$ cat config.mk
export PLATFORM = sky130hd
export DESIGN_NAME = floating_point_accumulator
export DESIGN_NICKNAME = d
export VERILOG_FILES = /design/src/rtl/floating_point_accumulator.sv
export SDC_FILE = /design/constraint.sdc
export NUM_CORES = 1
export LEC_CHECK = 0
export ABC_AREA = 0
export CELL_PAD_IN_SITES_DETAIL_PLACEMENT = 0
export CELL_PAD_IN_SITES_GLOBAL_PLACEMENT = 2
export CORE_ASPECT_RATIO = 1.4
export CORE_MARGIN = 2
export CORE_UTILIZATION = 38
export DETAILED_ROUTE_END_ITERATION = 8
export PLACE_DENSITY_LB_ADDON = 0.3
export SETUP_SLACK_MARGIN = 0.02
export SLEW_MARGIN = 40
export SYNTH_ARGS = -nofsm -noshare
export SYNTH_HDL_FRONTEND = slang
export SYNTH_SLANG_ARGS = --single-unit
$ cat constraint.sdc
create_clock -name clk -period 28.6 [get_ports clk]
set_input_delay 5.72 -clock clk [delete_from_list [all_inputs] [get_ports clk]]
set_output_delay 5.72 -clock clk [all_outputs]
set_load 0.02 [all_outputs]
$ cat src/rtl/floating_point_accumulator.sv
// Streaming floating-point accumulator: folds a valid/ready operand stream into a
// running sum through one combinational IEEE-754 adder and emits the sum on `last`.

module floating_point_adder #(
  parameter int EXPONENT_WIDTH = 8,
  parameter int MANTISSA_WIDTH = 23
) (
  input  logic [EXPONENT_WIDTH+MANTISSA_WIDTH:0] a,
  input  logic [EXPONENT_WIDTH+MANTISSA_WIDTH:0] b,
  input  logic                                   subtract,
  output logic [EXPONENT_WIDTH+MANTISSA_WIDTH:0] result,
  output logic                                   underflow,
  output logic                                   overflow,
  output logic                                   invalid_operation
);
  localparam int E  = EXPONENT_WIDTH;
  localparam int M  = MANTISSA_WIDTH;
  localparam int W  = E + M + 1;
  localparam int XW = M + 4;  // hidden bit, fraction, guard, round, sticky
  localparam logic [E-1:0] EXP_MAX = '1;

  logic          sa, sb, sx, sy, swap;
  logic [E-1:0]  ea, eb;
  logic [M-1:0]  fa, fb;
  logic          a_nan, b_nan, a_inf, b_inf, a_snan, b_snan, inf_clash;
  logic [E+1:0]  eff_a, eff_b, ex, ey, d, d_sat, e_norm, e_fin;
  logic [XW-1:0] man_a, man_b, mx, my, my_al, mant_n;
  logic [2*XW-1:0] my_wide;
  logic [XW:0]   sum;
  logic [M+1:0]  rounded;
  logic          round_up, inexact, tiny;
  int            lz, shift;

  // NOTE: every variable written here gets a default first, so no latch is inferred.
  always_comb begin
    sa = a[W-1];           ea = a[W-2:M]; fa = a[M-1:0];
    sb = b[W-1] ^ subtract; eb = b[W-2:M]; fb = b[M-1:0];
    a_nan  = (ea == EXP_MAX) && (fa != '0);
    b_nan  = (eb == EXP_MAX) && (fb != '0);
    a_inf  = (ea == EXP_MAX) && (fa == '0);
    b_inf  = (eb == EXP_MAX) && (fb == '0);
    a_snan = a_nan && !fa[M-1];
    b_snan = b_nan && !fb[M-1];
    inf_clash = a_inf && b_inf && (sa != sb);

    // Subnormals share the minimum exponent and lack the hidden bit.
    eff_a = (ea == '0) ? (E+2)'(1) : {2'b00, ea};
    eff_b = (eb == '0) ? (E+2)'(1) : {2'b00, eb};
    man_a = {ea != '0, fa, 3'b000};
    man_b = {eb != '0, fb, 3'b000};

    swap = b[W-2:0] > a[W-2:0];
    sx = swap ? sb : sa;       sy = swap ? sa : sb;
    ex = swap ? eff_b : eff_a; ey = swap ? eff_a : eff_b;
    mx = swap ? man_b : man_a; my = swap ? man_a : man_b;

    d       = ex - ey;
    d_sat   = (d > (E+2)'(XW)) ? (E+2)'(XW) : d;
    my_wide = {my, {XW{1'b0}}} >> d_sat;
    my_al   = my_wide[2*XW-1:XW] | {{(XW-1){1'b0}}, |my_wide[XW-1:0]};
    sum     = (sx == sy) ? ({1'b0, mx} + {1'b0, my_al}) : ({1'b0, mx} - {1'b0, my_al});

    lz = XW;
    for (int i = 0; i < XW; i++) if (sum[i]) lz = XW - 1 - i;
    shift = (lz < int'(ex) - 1) ? lz : int'(ex) - 1;
    if (sum[XW]) begin
      mant_n = {sum[XW:2], sum[1] | sum[0]};
      e_norm = ex + (E+2)'(1);
    end else begin
      mant_n = sum[XW-1:0] << shift;
      e_norm = ex - (E+2)'(shift);
    end

    // Round to nearest, ties to even; a mantissa carry bumps the exponent.
    round_up = mant_n[2] & (mant_n[1] | mant_n[0] | mant_n[3]);
    inexact  = |mant_n[2:0];
    tiny     = !mant_n[XW-1];
    rounded  = {1'b0, mant_n[XW-1:3]} + {{(M+1){1'b0}}, round_up};
    if (rounded[M+1])  e_fin = e_norm + (E+2)'(1);
    else if (rounded[M]) e_fin = e_norm;
    else               e_fin = '0;

    result            = {sx, e_fin[E-1:0], rounded[M-1:0]};
    underflow         = 1'b0;
    overflow          = 1'b0;
    invalid_operation = 1'b0;
    if (a_nan || b_nan || inf_clash) begin
      result            = {1'b0, EXP_MAX, 1'b1, {(M-1){1'b0}}};
      invalid_operation = a_snan || b_snan || inf_clash;
    end else if (a_inf) begin
      result = a;
    end else if (b_inf) begin
      result = {sb, EXP_MAX, {M{1'b0}}};
    end else if (sum == '0) begin
      result = {sa & sb, {(W-1){1'b0}}};
    end else if (e_fin >= {2'b00, EXP_MAX}) begin
      result   = {sx, EXP_MAX, {M{1'b0}}};
      overflow = 1'b1;
    end else begin
      underflow = tiny && inexact;
    end
  end
endmodule

module floating_point_accumulator #(
  parameter int EXPONENT_WIDTH = 8,
  parameter int MANTISSA_WIDTH = 23,
  parameter int COUNT_WIDTH    = 8
) (
  input  logic                                   clk,
  input  logic                                   rst,
  input  logic                                   in_valid,
  output logic                                   in_ready,
  input  logic [EXPONENT_WIDTH+MANTISSA_WIDTH:0] in_data,
  input  logic                                   in_subtract,
  input  logic                                   in_last,
  output logic                                   out_valid,
  input  logic                                   out_ready,
  output logic [EXPONENT_WIDTH+MANTISSA_WIDTH:0] out_data,
  output logic [COUNT_WIDTH-1:0]                 out_count,
  output logic                                   underflow_flag,
  output logic                                   overflow_flag,
  output logic                                   invalid_operation_flag
);
  localparam int FLOAT_BIT_WIDTH = EXPONENT_WIDTH + MANTISSA_WIDTH + 1;

  typedef enum logic {ACCUM, DONE} state_t;

  state_t                     state, state_next;
  logic [FLOAT_BIT_WIDTH-1:0] acc, sum;
  logic [COUNT_WIDTH-1:0]     count;
  logic                       first, accept;
  logic                       uf, of, nv, add_uf, add_of, add_nv;

  floating_point_adder #(
    .EXPONENT_WIDTH(EXPONENT_WIDTH),
    .MANTISSA_WIDTH(MANTISSA_WIDTH)
  ) u_adder (
    .a                (acc),
    .b                (in_data),
    .subtract         (in_subtract),
    .result           (sum),
    .underflow        (add_uf),
    .overflow         (add_of),
    .invalid_operation(add_nv)
  );

  assign in_ready  = (state == ACCUM);
  assign out_valid = (state == DONE);
  assign accept    = in_valid && in_ready;

  always_comb begin
    state_next = state;
    if (state == ACCUM && accept && in_last) state_next = DONE;
    else if (state == DONE && out_ready)     state_next = ACCUM;
  end

  // NOTE: sequential state uses non-blocking assignments so every register sees pre-edge values.
  always_ff @(posedge clk or posedge rst) begin
    if (rst) state <= ACCUM;
    else     state <= state_next;
  end

  always_ff @(posedge clk or posedge rst) begin
    if (rst) begin
      acc <= '0; count <= '0; first <= 1'b1;
      uf  <= 1'b0; of <= 1'b0; nv <= 1'b0;
    end else if (state == DONE && out_ready) begin
      acc <= '0; count <= '0; first <= 1'b1;
      uf  <= 1'b0; of <= 1'b0; nv <= 1'b0;
    end else if (accept) begin
      if (first) begin
        // Load bypasses the adder so -0 and NaN payloads survive untouched.
        acc   <= {in_data[FLOAT_BIT_WIDTH-1] ^ in_subtract, in_data[FLOAT_BIT_WIDTH-2:0]};
        first <= 1'b0;
      end else begin
        acc <= sum;
        uf  <= uf | add_uf;
        of  <= of | add_of;
        nv  <= nv | add_nv;
      end
      if (count != '1) count <= count + 1'b1;
    end
  end

  assign out_data               = acc;
  assign out_count              = count;
  assign underflow_flag         = uf;
  assign overflow_flag          = of;
  assign invalid_operation_flag = nv;
endmodule

# After elaboration in Yosys (flattened, before gate mapping)
# Cells that the tools add are included.
word_totals:
  regBits: 45
  output_inout_bits: 45
  wordCells: 154
classes:
  n_addsub: 9
  magnitude_cmp: 4
  n_eq_ne: 7
  shift: 2
  muxes: 77
  bitwise: 11
  n_reduce_logical: 37
ops:
  columns: ["op", "n"]
  rows:
  - ["$mux 32", 8]
  - ["$mux 27", 3]
  - ["$mux 5", 16]
  - ["$mux 10", 6]
  - ["$shr 54x10->54", 1]
  - ["$logic_not 23->1", 2]
  - ["$reduce_bool 23->1", 2]
  - ["$mux 8", 5]
  - ["$lt 6x32->1", 1]
  - ["$mux 4", 8]
  - ["$shl 27x32->27", 1]
  - ["$gt 31x31->1", 1]
  - ["$mux 31", 1]
  - ["$add 27x27->28", 1]
  - ["$logic_not 28->1", 1]
  - ["$mux 28", 1]
  - ["$sub 27x27->28", 1]
  - ["$mux 1", 27]
  - ["$or 27x1->27", 1]
  - ["$reduce_or 27->1", 1]
  - ["$add 24x1->25", 1]
  - ["$add 10x1->10 const B", 2]
  - ["$sub 10x10->10", 2]
  - ["$eq 8x8->1 const B", 2]
  - ["22 further kinds", 52]

# Logic depth before layout (Yosys ltp)
# Gate-level depths: netlist of the first run.
logic_depth:
  ltp_word: 58
  depth_mapped: 86
  depth_no_buf: 73

# By module
# From an unflattened synthesis of the first run, not the netlist that was laid out.
unflattened:
  hier_cells: 2147
  area_unflattened_um2: 14772.9
modules_own_cells:
  columns: ["module", "instances", "cells_each", "area_each_um2"]
  rows:
  - ["floating_point_adder", 1, 1970, 12653.4]
  - ["floating_point_accumulator", 1, 177, 2119.5]

# Worst setup path after synthesis of the first run
# No wires, ideal clock.
synth_path:
  path_type: "input to register"
  start: "in in_data[4]"
  end: "reg acc[18] (netlist: out_data[18])"
  setup_ns: 0.136
  arrival_time_ns: 22.958
  required_ns: 28.464
  setup_slack_ns: 5.507
  path_stages: 80
  path_buffers: 14
  path_cell_list: "ha_1 > a211oi_1 > nor2_1 > o31ai_1 > a21oi_1 > nor2_1 > buf_2 > buf_2 > buf_2 > buf_2 > clkbuf_1 > mux2i_1 > ha_1 > clkbuf_1 > a41o_1 > or4_1 > nand2_1 > o21ba_1 > (+44 left out) > inv_1 > clkbuf_1 > buf_2 > ha_1 > inv_1 > o21ai_0 > inv_1 > ha_1 > and2_1 > a22o_1 > o31ai_1 > mux2i_1 > nor3_1 > nor4bb_1 > o21bai_4 > o211ai_4 > buf_8 > o221ai_2"
synth_between:
  elab_chain_len: 56
  word_cells_on_any_way: 80
  classes_between: "add/sub (8); order compare (4); eq/ne (2); shift (2); mux (48); bitwise (5); reduce/logical (11)"
synth_rtl:
  columns: ["element", "line_no", "text"]
  rows:
  - ["start: declaration", "114", "input logic [EXPONENT_WIDTH+MANTISSA_WIDTH:0] in_data,"]
  - ["$gt 31x31->1", "52", "swap = b[W-2:0] > a[W-2:0];"]
  - ["$mux 10", "54", "ex = swap ? eff_b : eff_a; ey = swap ? eff_a : eff_b;"]
  - ["$sub 10x10->10", "57", "d = ex - ey;"]
  - ["$gt 10x5->1", "58", "d_sat = (d > (E+2)'(XW)) ? (E+2)'(XW) : d;"]
  - ["$mux 10", "58", null]
  - ["$shr 54x10->54", "59", "my_wide = {my, {XW{1'b0}}} >> d_sat;"]
  - ["$reduce_or 27->1", "60", "my_al = my_wide[2*XW-1:XW] | {{(XW-1){1'b0}}, |my_wide[XW-1:0]};"]
  - ["$or 27x1->27", "60", null]
  - ["(+40 left out)", null, null]
  - ["$mux 31", "96", "end else if (e_fin >= {2'b00, EXP_MAX}) begin"]
  - ["$mux 32", "94", "end else if (sum == '0) begin"]
  - ["$mux 32", "92", "end else if (b_inf) begin"]
  - ["$mux 32", "90", "end else if (a_inf) begin"]
  - ["$mux 32", "87", "if (a_nan || b_nan || inf_clash) begin"]
  - ["$mux 32", "172", "if (first) begin"]
  - ["$mux 32", "171", "end else if (accept) begin"]
  - ["$mux 32", "168", "end else if (state == DONE && out_ready) begin"]
  - ["end signal: assignment", "174", "acc <= {in_data[FLOAT_BIT_WIDTH-1] ^ in_subtract, in_data[FLOAT_BIT_WIDTH-2:0]};"]
  - ["end signal: assignment", "177", "acc <= sum;"]
  - ["end: declaration", "130", "logic [FLOAT_BIT_WIDTH-1:0] acc, sum;"]
# Several ways; a longest one is shown, not always the timed one. The select of a mux whose other input is x is not followed.
# A chain may end at the register's enable or synchronous reset.

# Worst setup path after layout of the first run
layout_path:
  start: "in in_data[24]"
  end: "reg acc[1] (netlist: out_data[1])"
layout_between:
  elab_chain_len: 57
  word_cells_on_any_way: 82
  classes_between: "add/sub (8); order compare (4); eq/ne (3); shift (2); mux (49); bitwise (5); reduce/logical (11)"
layout_rtl:
  columns: ["element"]
  rows:
  - ["branches (longest 57 deep; another with $gt 31x31->1)"]
# Several ways; the timed one is not identified. The select of a mux whose other input is x is not followed.

==> insert_results.sql, run 1 <==
INSERT INTO impl_metrics (metric_group, metric, value, unit) VALUES
('timing', 'fin_crit_sh', '94.4', '%'),
('synthesis', 'post_synth_instance_area', '14900', 'um2'),
('drt', 'wl_met3', '7320', 'um'),
('worst_setup_path', 'critical_path_arrival', '27190', 'ps'),
('worst_setup_path', 'crit_fanout', '61', ''),
('drt', 'final_routed_drc_violation_total', '0', ''),
('floorplanning', 'fp.dieArea', '41000', 'um2'),
('drt', 'final_antenna_net_count', '0', ''),
('synthesis', 'netlist-cell-type-count', '121', ''),
('cells_and_area', 'layout_commonest_cell', 'sky130_fd_sc_hd__nand2_1', ''),
('clocking', 'ctsHtreeMaxLevel', '2', ''),
('min_path', 'timing.hold.worst.class', 'register to register', ''),
('worst_setup_path', 'timing.reg2reg.worst_path_depth', '72', ''),
('clocking', 'post_cts_buffers', '0', ''),
('clocking', 'clock_tree.root_cell', 'sky130_fd_sc_hd__clkbuf_16', ''),
('place', 'gp_routability_congestion', '1.06', ''),
('global_routing', 'first_global_vias', '18300', ''),
('place', 'place_inst', '2794', ''),
('timing', 'fin_skew', '6.56', 'ps'),
('synthesis', 'number_of_flops_mapped_to_enable_cells_by_yosys', '0', ''),
('clocking', 'post_cts_resized', '0', ''),
('synthesis', 'yosys_warnings', '0', ''),
('drt', 'met2_wire_length', '36500', 'um'),
('worst_setup_path', 'crit_type', 'input pin to register', ''),
('run_status', 'run_status', 'complete, no violations', ''),
('worst_setup_path', 'slowest_delay', '730', 'ps'),
('cells_and_area', 'instances_no_fill', '2805', ''),
('synthesis', 'synthArstFlopShare', '100', '%'),
('timing', 'tns', '0', 'ps'),
('drt', 'detail_route.wl_per_cell', '29.2', 'um'),
('synthesis', 'synth_fp_nets', '2383', ''),
('clocking', 'postCtsHoldBufs', '0', ''),
('clocking', 'tritoncts_num_sinks', '45', ''),
('drt', 'aggregate_routed_wire_length', '82000', 'um'),
('cells_and_area', 'final_layout_size_suffix_gt1_share', '8.96', '%'),
('global_routing', 'grt_pass1_wl', '121000', 'um'),
('global_routing', 'grt_remaining_overflow', '0', ''),
('floorplanning', 'chipHeight', '239', 'um'),
('drt', 'violation_count_after_the_first_detailed_routing_iteration', '2875', ''),
('floorplanning', 'placement_rows', '86', ''),
('clocking', 'tritoncts.num_buffers', '5', ''),
('worst_setup_path', 'setup.reg_to_reg.worst_slack', '6740', 'ps'),
('clocking', 'clkTransAtPathRegs', '70', 'ps'),
('floorplanning', 'die_width', '172', 'um'),
('floorplanning', 'pin_count', '83', ''),
('clocking', 'clk_path_buf_depth', '2', ''),
('cells_and_area', 'layout_nets', '2394', ''),
('drt', 'wl_met1', '30400', 'um'),
('global_routing', 'grt_antenna_before_repair', '0', ''),
('drt', 'count_of_tritonroute_iterations_in_the_first_routing_pass', '7', ''),
('cells_and_area', 'synthToLayoutAreaGrowth', '11.3', '%'),
('worst_setup_path', 'crit_path_start', 'in_data[24]', ''),
('worst_setup_path', 'cpMaxStageDelayCell', 'sky130_fd_sc_hd__clkdlybuf4s50_1', ''),
('timing', 'post-route-min-period', '27010', 'ps'),
('cells_and_area', 'num_antenna_cells', '0', ''),
('worst_setup_path', 'crit_required', '28770', 'ps'),
('floorplanning', 'design.core.area', '39100', 'um2'),
('place', 'dp_hpwl', '63700', 'um'),
('cells_and_area', 'layout_common_cells', '318 x sky130_fd_sc_hd__nand2_1, 197 x sky130_fd_sc_hd__nor2_1, 161 x sky130_fd_sc_hd__o21ai_0', ''),
('clocking', 'tritoncts', 'yes', ''),
('drt', 'routed_via_count_divided_by_cell_count', '7.01', ''),
('synthesis', 'post_synth.cell_area_avg', '6.60', 'um2'),
('job', 'cap_viol_max_count', '0', ''),
('worst_setup_path', 'timing.rr.end', 'out_data[1]', ''),
('global_routing', 'grt_start_max_net_pins', '62', ''),
('timing', 'tightest_slew', '939', 'ps'),
('timing', 'max_slew_margin', '37.0', '%'),
('worst_setup_path', 'regToRegStartpoint', 'out_data[24]', ''),
('worst_setup_path', 'timing.critical_path.from_type', 'input pin', ''),
('synthesis', 'synth_ff_type', 'sky130_fd_sc_hd__dfrtp_1', ''),
('floorplanning', 'initial_core_util', '38.3', '%');
-- layer usage --
layer	up-vias	track usage [%]
met5	-	0
met4	0	30.0
met3	409	8.13
met2	1294	61.8
met1	9281	46.9
li1	8691	-
-- metrics by stage --
stage	hold slack [ps]	area, um2	setup slack [ps]	util, %
2_1_floorplan	581	14900	5510	-
3_3_place_gp	497	16300	1790	41.6
3_5_place_dp	504	16300	1280	41.8
4_1_cts	525	16500	1530	42.3
5_1_grt	552	16600	127	42.6
6_report	519	16600	1590	42.6
-- registers in the layout, summed over array words and instances (netlist names) --
| signal | flops |
|---|---|
| overflow_flag | 1 |
| out_data | 32 |
| invalid_operation_flag | 1 |
| underflow_flag | 1 |
| out_count | 8 |
| out_valid | 1 |
| first | 1 |
-- synth_stat cells, types with 26 or more instances --
cell type | number | area (um2)
sky130_fd_sc_hd__nand2_1 | 318 | 1190
sky130_fd_sc_hd__mux2i_1 | 52 | 521
sky130_fd_sc_hd__o31ai_1 | 33 | 248
sky130_fd_sc_hd__inv_1 | 85 | 319
sky130_fd_sc_hd__clkbuf_1 | 73 | 274
sky130_fd_sc_hd__ha_1 | 79 | 988
sky130_fd_sc_hd__a31oi_1 | 40 | 250
sky130_fd_sc_hd__nand4_1 | 37 | 231
sky130_fd_sc_hd__a211oi_1 | 43 | 323
sky130_fd_sc_hd__nor2_1 | 202 | 758
sky130_fd_sc_hd__o211ai_1 | 43 | 323
sky130_fd_sc_hd__buf_2 | 34 | 170
sky130_fd_sc_hd__nor4_1 | 45 | 282
sky130_fd_sc_hd__xnor2_1 | 54 | 473
sky130_fd_sc_hd__and2_1 | 26 | 163
sky130_fd_sc_hd__nor3_1 | 89 | 445
sky130_fd_sc_hd__nand3_1 | 94 | 470
sky130_fd_sc_hd__a21oi_1 | 158 | 791
sky130_fd_sc_hd__dfrtp_1 | 44 | 1100
sky130_fd_sc_hd__xor2_1 | 29 | 254
sky130_fd_sc_hd__o21ai_0 | 174 | 871
-- layout make-up --
type / count / area (um2)
Fill cell: 4210 / 22400
Multi-Input combinational cell: 2002 / 13100
Timing Repair Buffer: 133 / 1210
Sequential cell: 45 / 1130
Tap cell: 528 / 661
Inverter: 89 / 337
Clock buffer: 5 / 125
Clock inverter: 3 / 48.8
-- how the worst min path moves through the flow --
stage | endpoint | start | slack (ps) | cells past startpoint
floorplan | underflow_flag | underflow_flag | 580 | 2
global placement | underflow_flag | underflow_flag | 500 | 2
detailed placement | overflow_flag | overflow_flag | 500 | 1
CTS | overflow_flag | overflow_flag | 530 | 1
global route | underflow_flag | underflow_flag | 550 | 2
finish | overflow_flag | overflow_flag | 520 | 1
-- kinds of logic after synthesis --
| group | after synthesis | share of synthesized area [%] |
|---|---|---|
| and+or+nand+nor | 943 | 30.7 |
| adders and majority gates | 81 | 6.81 |
| AOI/OAI and AO/OA | 828 | 39.1 |
| buffers and inverters | 218 | 6.19 |
| muxes | 65 | 4.55 |
| xor gates and xnor gates | 85 | 5.12 |
| DFF | 45 | 7.54 |
-- critical path: cells and delay by family --
| family | cells | cell delay [ps] |
|---|---|---|
| muxes | 1 | 260 |
| and+or+nand+nor | 23 | 5790 |
| AOI/OAI and AO/OA | 28 | 9080 |
| xor gates and xnor gates | 1 | 270 |
| buffers and inverters | 12 | 3230 |
| adders and majority gates | 7 | 2680 |
Power of run 1 is not shown: default switching activity piles up to over one toggle a cycle in this logic, so the estimate is an artifact.
==> run 2, diff against run 1 <==
--- a/config.mk
+++ b/config.mk
@@ -12,7 +12,7 @@
 export CORE_MARGIN = 2
 export CORE_UTILIZATION = 38
 export DETAILED_ROUTE_END_ITERATION = 8
-export PLACE_DENSITY_LB_ADDON = 0.3
+export PLACE_DENSITY = 0.92
 export SETUP_SLACK_MARGIN = 0.02
 export SLEW_MARGIN = 40
 export SYNTH_ARGS = -nofsm -noshare
==> run 2 against run 1 <==
Flip-flop and latch count unchanged. Setup slack got worse by 310 ps. Cell count increased by 0.25%. Global-route usage decreased by 0.55 points. Register-to-register slack got worse by 310 ps. Non-clock buffer count increased by 6. Critical path type unchanged. Largest cell class unchanged. Highest routed layer unchanged.
==> insert_results.sql, run 2 (synthesized netlist as in run 1, its figures left out) <==
INSERT INTO impl_metrics (metric_group, metric, value, unit) VALUES
('clocking', 'tritoncts.num_buffers', '5', ''),
('clocking', 'post_cts_buffers', '0', ''),
('drt', 'final_routed_drc_violation_total', '0', ''),
('global_routing', 'grt_antenna_before_repair', '1', ''),
('worst_setup_path', 'slowest_delay', '750', 'ps'),
('clocking', 'ctsHtreeMaxLevel', '2', ''),
('clocking', 'post_cts_resized', '0', ''),
('place', 'dp_hpwl', '65100', 'um'),
('min_path', 'timing.hold.worst.start', 'underflow_flag', ''),
('worst_setup_path', 'cpMaxStageDelayCell', 'sky130_fd_sc_hd__ha_1', ''),
('floorplanning', 'chipHeight', '239', 'um'),
('clocking', 'clk_path_buf_depth', '2', ''),
('cells_and_area', 'layout_nets', '2400', ''),
('worst_setup_path', 'crit_type', 'input pin to register', ''),
('drt', 'aggregate_routed_wire_length', '82100', 'um'),
('worst_setup_path', 'timing.critical_path.from_type', 'input pin', ''),
('run_status', 'run_status', 'complete, no violations', ''),
('floorplanning', 'placement_rows', '86', ''),
('floorplanning', 'die_width', '172', 'um'),
('drt', 'vias', '19500', ''),
('floorplanning', 'fp.dieArea', '41000', 'um2'),
('timing', 'max_slew_margin', '35.8', '%'),
('timing', 'fin_crit_sh', '95.5', '%'),
('worst_setup_path', 'timing.critical_path.mode_cell', 'sky130_fd_sc_hd__ha_1', ''),
('global_routing', 'grt_start_max_net_pins', '58', ''),
('drt', 'count_of_tritonroute_iterations_in_the_first_routing_pass', '6', ''),
('clocking', 'clk_latency', '290', 'ps'),
('worst_setup_path', 'crit_fanout', '21', ''),
('timing', 'final-max-slew-violation-count', '0', ''),
('floorplanning', 'design.core.area', '39100', 'um2'),
('cells_and_area', 'synthToLayoutAreaGrowth', '11.1', '%'),
('cells_and_area', 'n_fill_cell', '4163', ''),
('clocking', 'postCtsHoldBufs', '0', ''),
('timing', 'tightest_slew', '937', 'ps'),
('cells_and_area', 'regArea', '1130', 'um2'),
('cells_and_area', 'layout_commonest_cell', 'sky130_fd_sc_hd__nand2_1', ''),
('clocking', 'clock_tree.root_cell', 'sky130_fd_sc_hd__clkbuf_16', ''),
('clocking', 'clkTransAtPathRegs', '60', 'ps'),
('worst_setup_path', 'critical_path_arrival', '27460', 'ps'),
('clocking', 'tritoncts', 'yes', ''),
('worst_setup_path', 'worst_setup_end_kind', 'register', ''),
('timing', 'finalHoldViolCount', '0', ''),
('clocking', 'tritoncts_num_sinks', '45', ''),
('place', 'port_buffers', '82', ''),
('global_routing', 'grt_pass1_wl', '119000', 'um'),
('floorplanning', 'pin_count', '83', ''),
('floorplanning', 'initial_core_util', '38.3', '%'),
('worst_setup_path', 'crit_path_start', 'in_data[24]', ''),
('drt', 'routed_via_count_divided_by_cell_count', '6.94', ''),
('timing', 'post-route-min-period', '27320', 'ps'),
('worst_setup_path', 'regToRegStartpoint', 'out_data[24]', ''),
('timing', 'final-setup-viol-count', '0', ''),
('drt', 'final_antenna_net_count', '0', ''),
('timing', 'grt_setup_unrepaired', 'false', ''),
('place', 'gp_routability_congestion', '1.08', ''),
('timing', 'fmax', '36.6', 'MHz'),
('cells_and_area', 'multi_input_comb_area', '13100', 'um2'),
('min_path', 'timing.hold.worst.class', 'register to register', ''),
('worst_setup_path', 'crit_required', '28740', 'ps'),
('cells_and_area', 'final_layout_size_suffix_gt1_share', '8.59', '%'),
('cells_and_area', 'largest_register_ff_count', '32', ''),
('job', 'cap_viol_max_count', '0', ''),
('drt', 'detail_route.wl_per_cell', '29.2', 'um'),
('timing', 'fin_skew', '9.35', 'ps'),
('global_routing', 'grt_use_total', '38.9', '%'),
('global_routing', 'first_global_vias', '18400', ''),
('timing', 'tns', '0', 'ps'),
('cells_and_area', 'layout_common_cells', '318 x sky130_fd_sc_hd__nand2_1, 197 x sky130_fd_sc_hd__nor2_1, 162 x sky130_fd_sc_hd__o21ai_0', ''),
('global_routing', 'grt_remaining_overflow', '0', ''),
('drt', 'violation_count_after_the_first_detailed_routing_iteration', '2278', ''),
('cells_and_area', 'final_core_utilization', '42.5', '%');
[run 2: changes by cell type in the layout (fill, tap and decap cells not counted), sizes merged]
cell	delta
buf	+7
bufinv	-1
clkinvlp	+1
diode	+1
inv	-1
[run 2: final timing paths]
check / end / slack (ps) / cells past startpoint
max reg2reg: out_data[0] / 6430 / 71
min in group asynchronous: out_data[24] / 5830 / 2
max in group asynchronous: out_data[0] / 22360 / 2
min reg2reg: underflow_flag / 500 / 2
max: out_data[0] / 1280 / 71
min: underflow_flag / 500 / 2
[run 2: area by class of cell]
| type | instances | area share, % |
|---|---|---|
| clock buffer | 6 | 0.776 |
| multi-input combinational | 2002 | 78.8 |
| timing repair buffer | 139 | 7.54 |
| clock inverter | 2 | 0.0904 |
| tap | 528 | 3.98 |
| inverter | 89 | 2.03 |
| sequential | 45 | 6.79 |
| antenna | 1 | 0.0151 |
[run 2: through the flow]
step	hold slack [ps]	cells	worst slack, ps	cell area [um2]
after floorplan	581	2265	5510	14900
after global placement	457	2800	1700	16300
after detailed placement	481	2802	1490	16400
after CTS	502	2810	1770	16600
after global routing	515	2811	89.8	16600
final	497	2812	1280	16600
[run 2: worst max-delay path: cells and delay by family]
family	cells	cell delay (ps)
fa+ha+maj	7	2650
simple gates	21	6390
mux	1	270
compound gates	30	9350
xor+xnor	1	210
buf+inv	11	2780
[run 2: metal layers]
metal	up-vias	track usage [%]	routed length [um]	share of wire, %
met3	392	7.00	7160	8.7
li1	8706	-	-	-
met1	9232	44.8	29900	36
met2	1186	63.1	37100	45
met5	-	0	0	0
met4	0	30.4	7880	9.6
Power of run 2 is left out for the same reason.
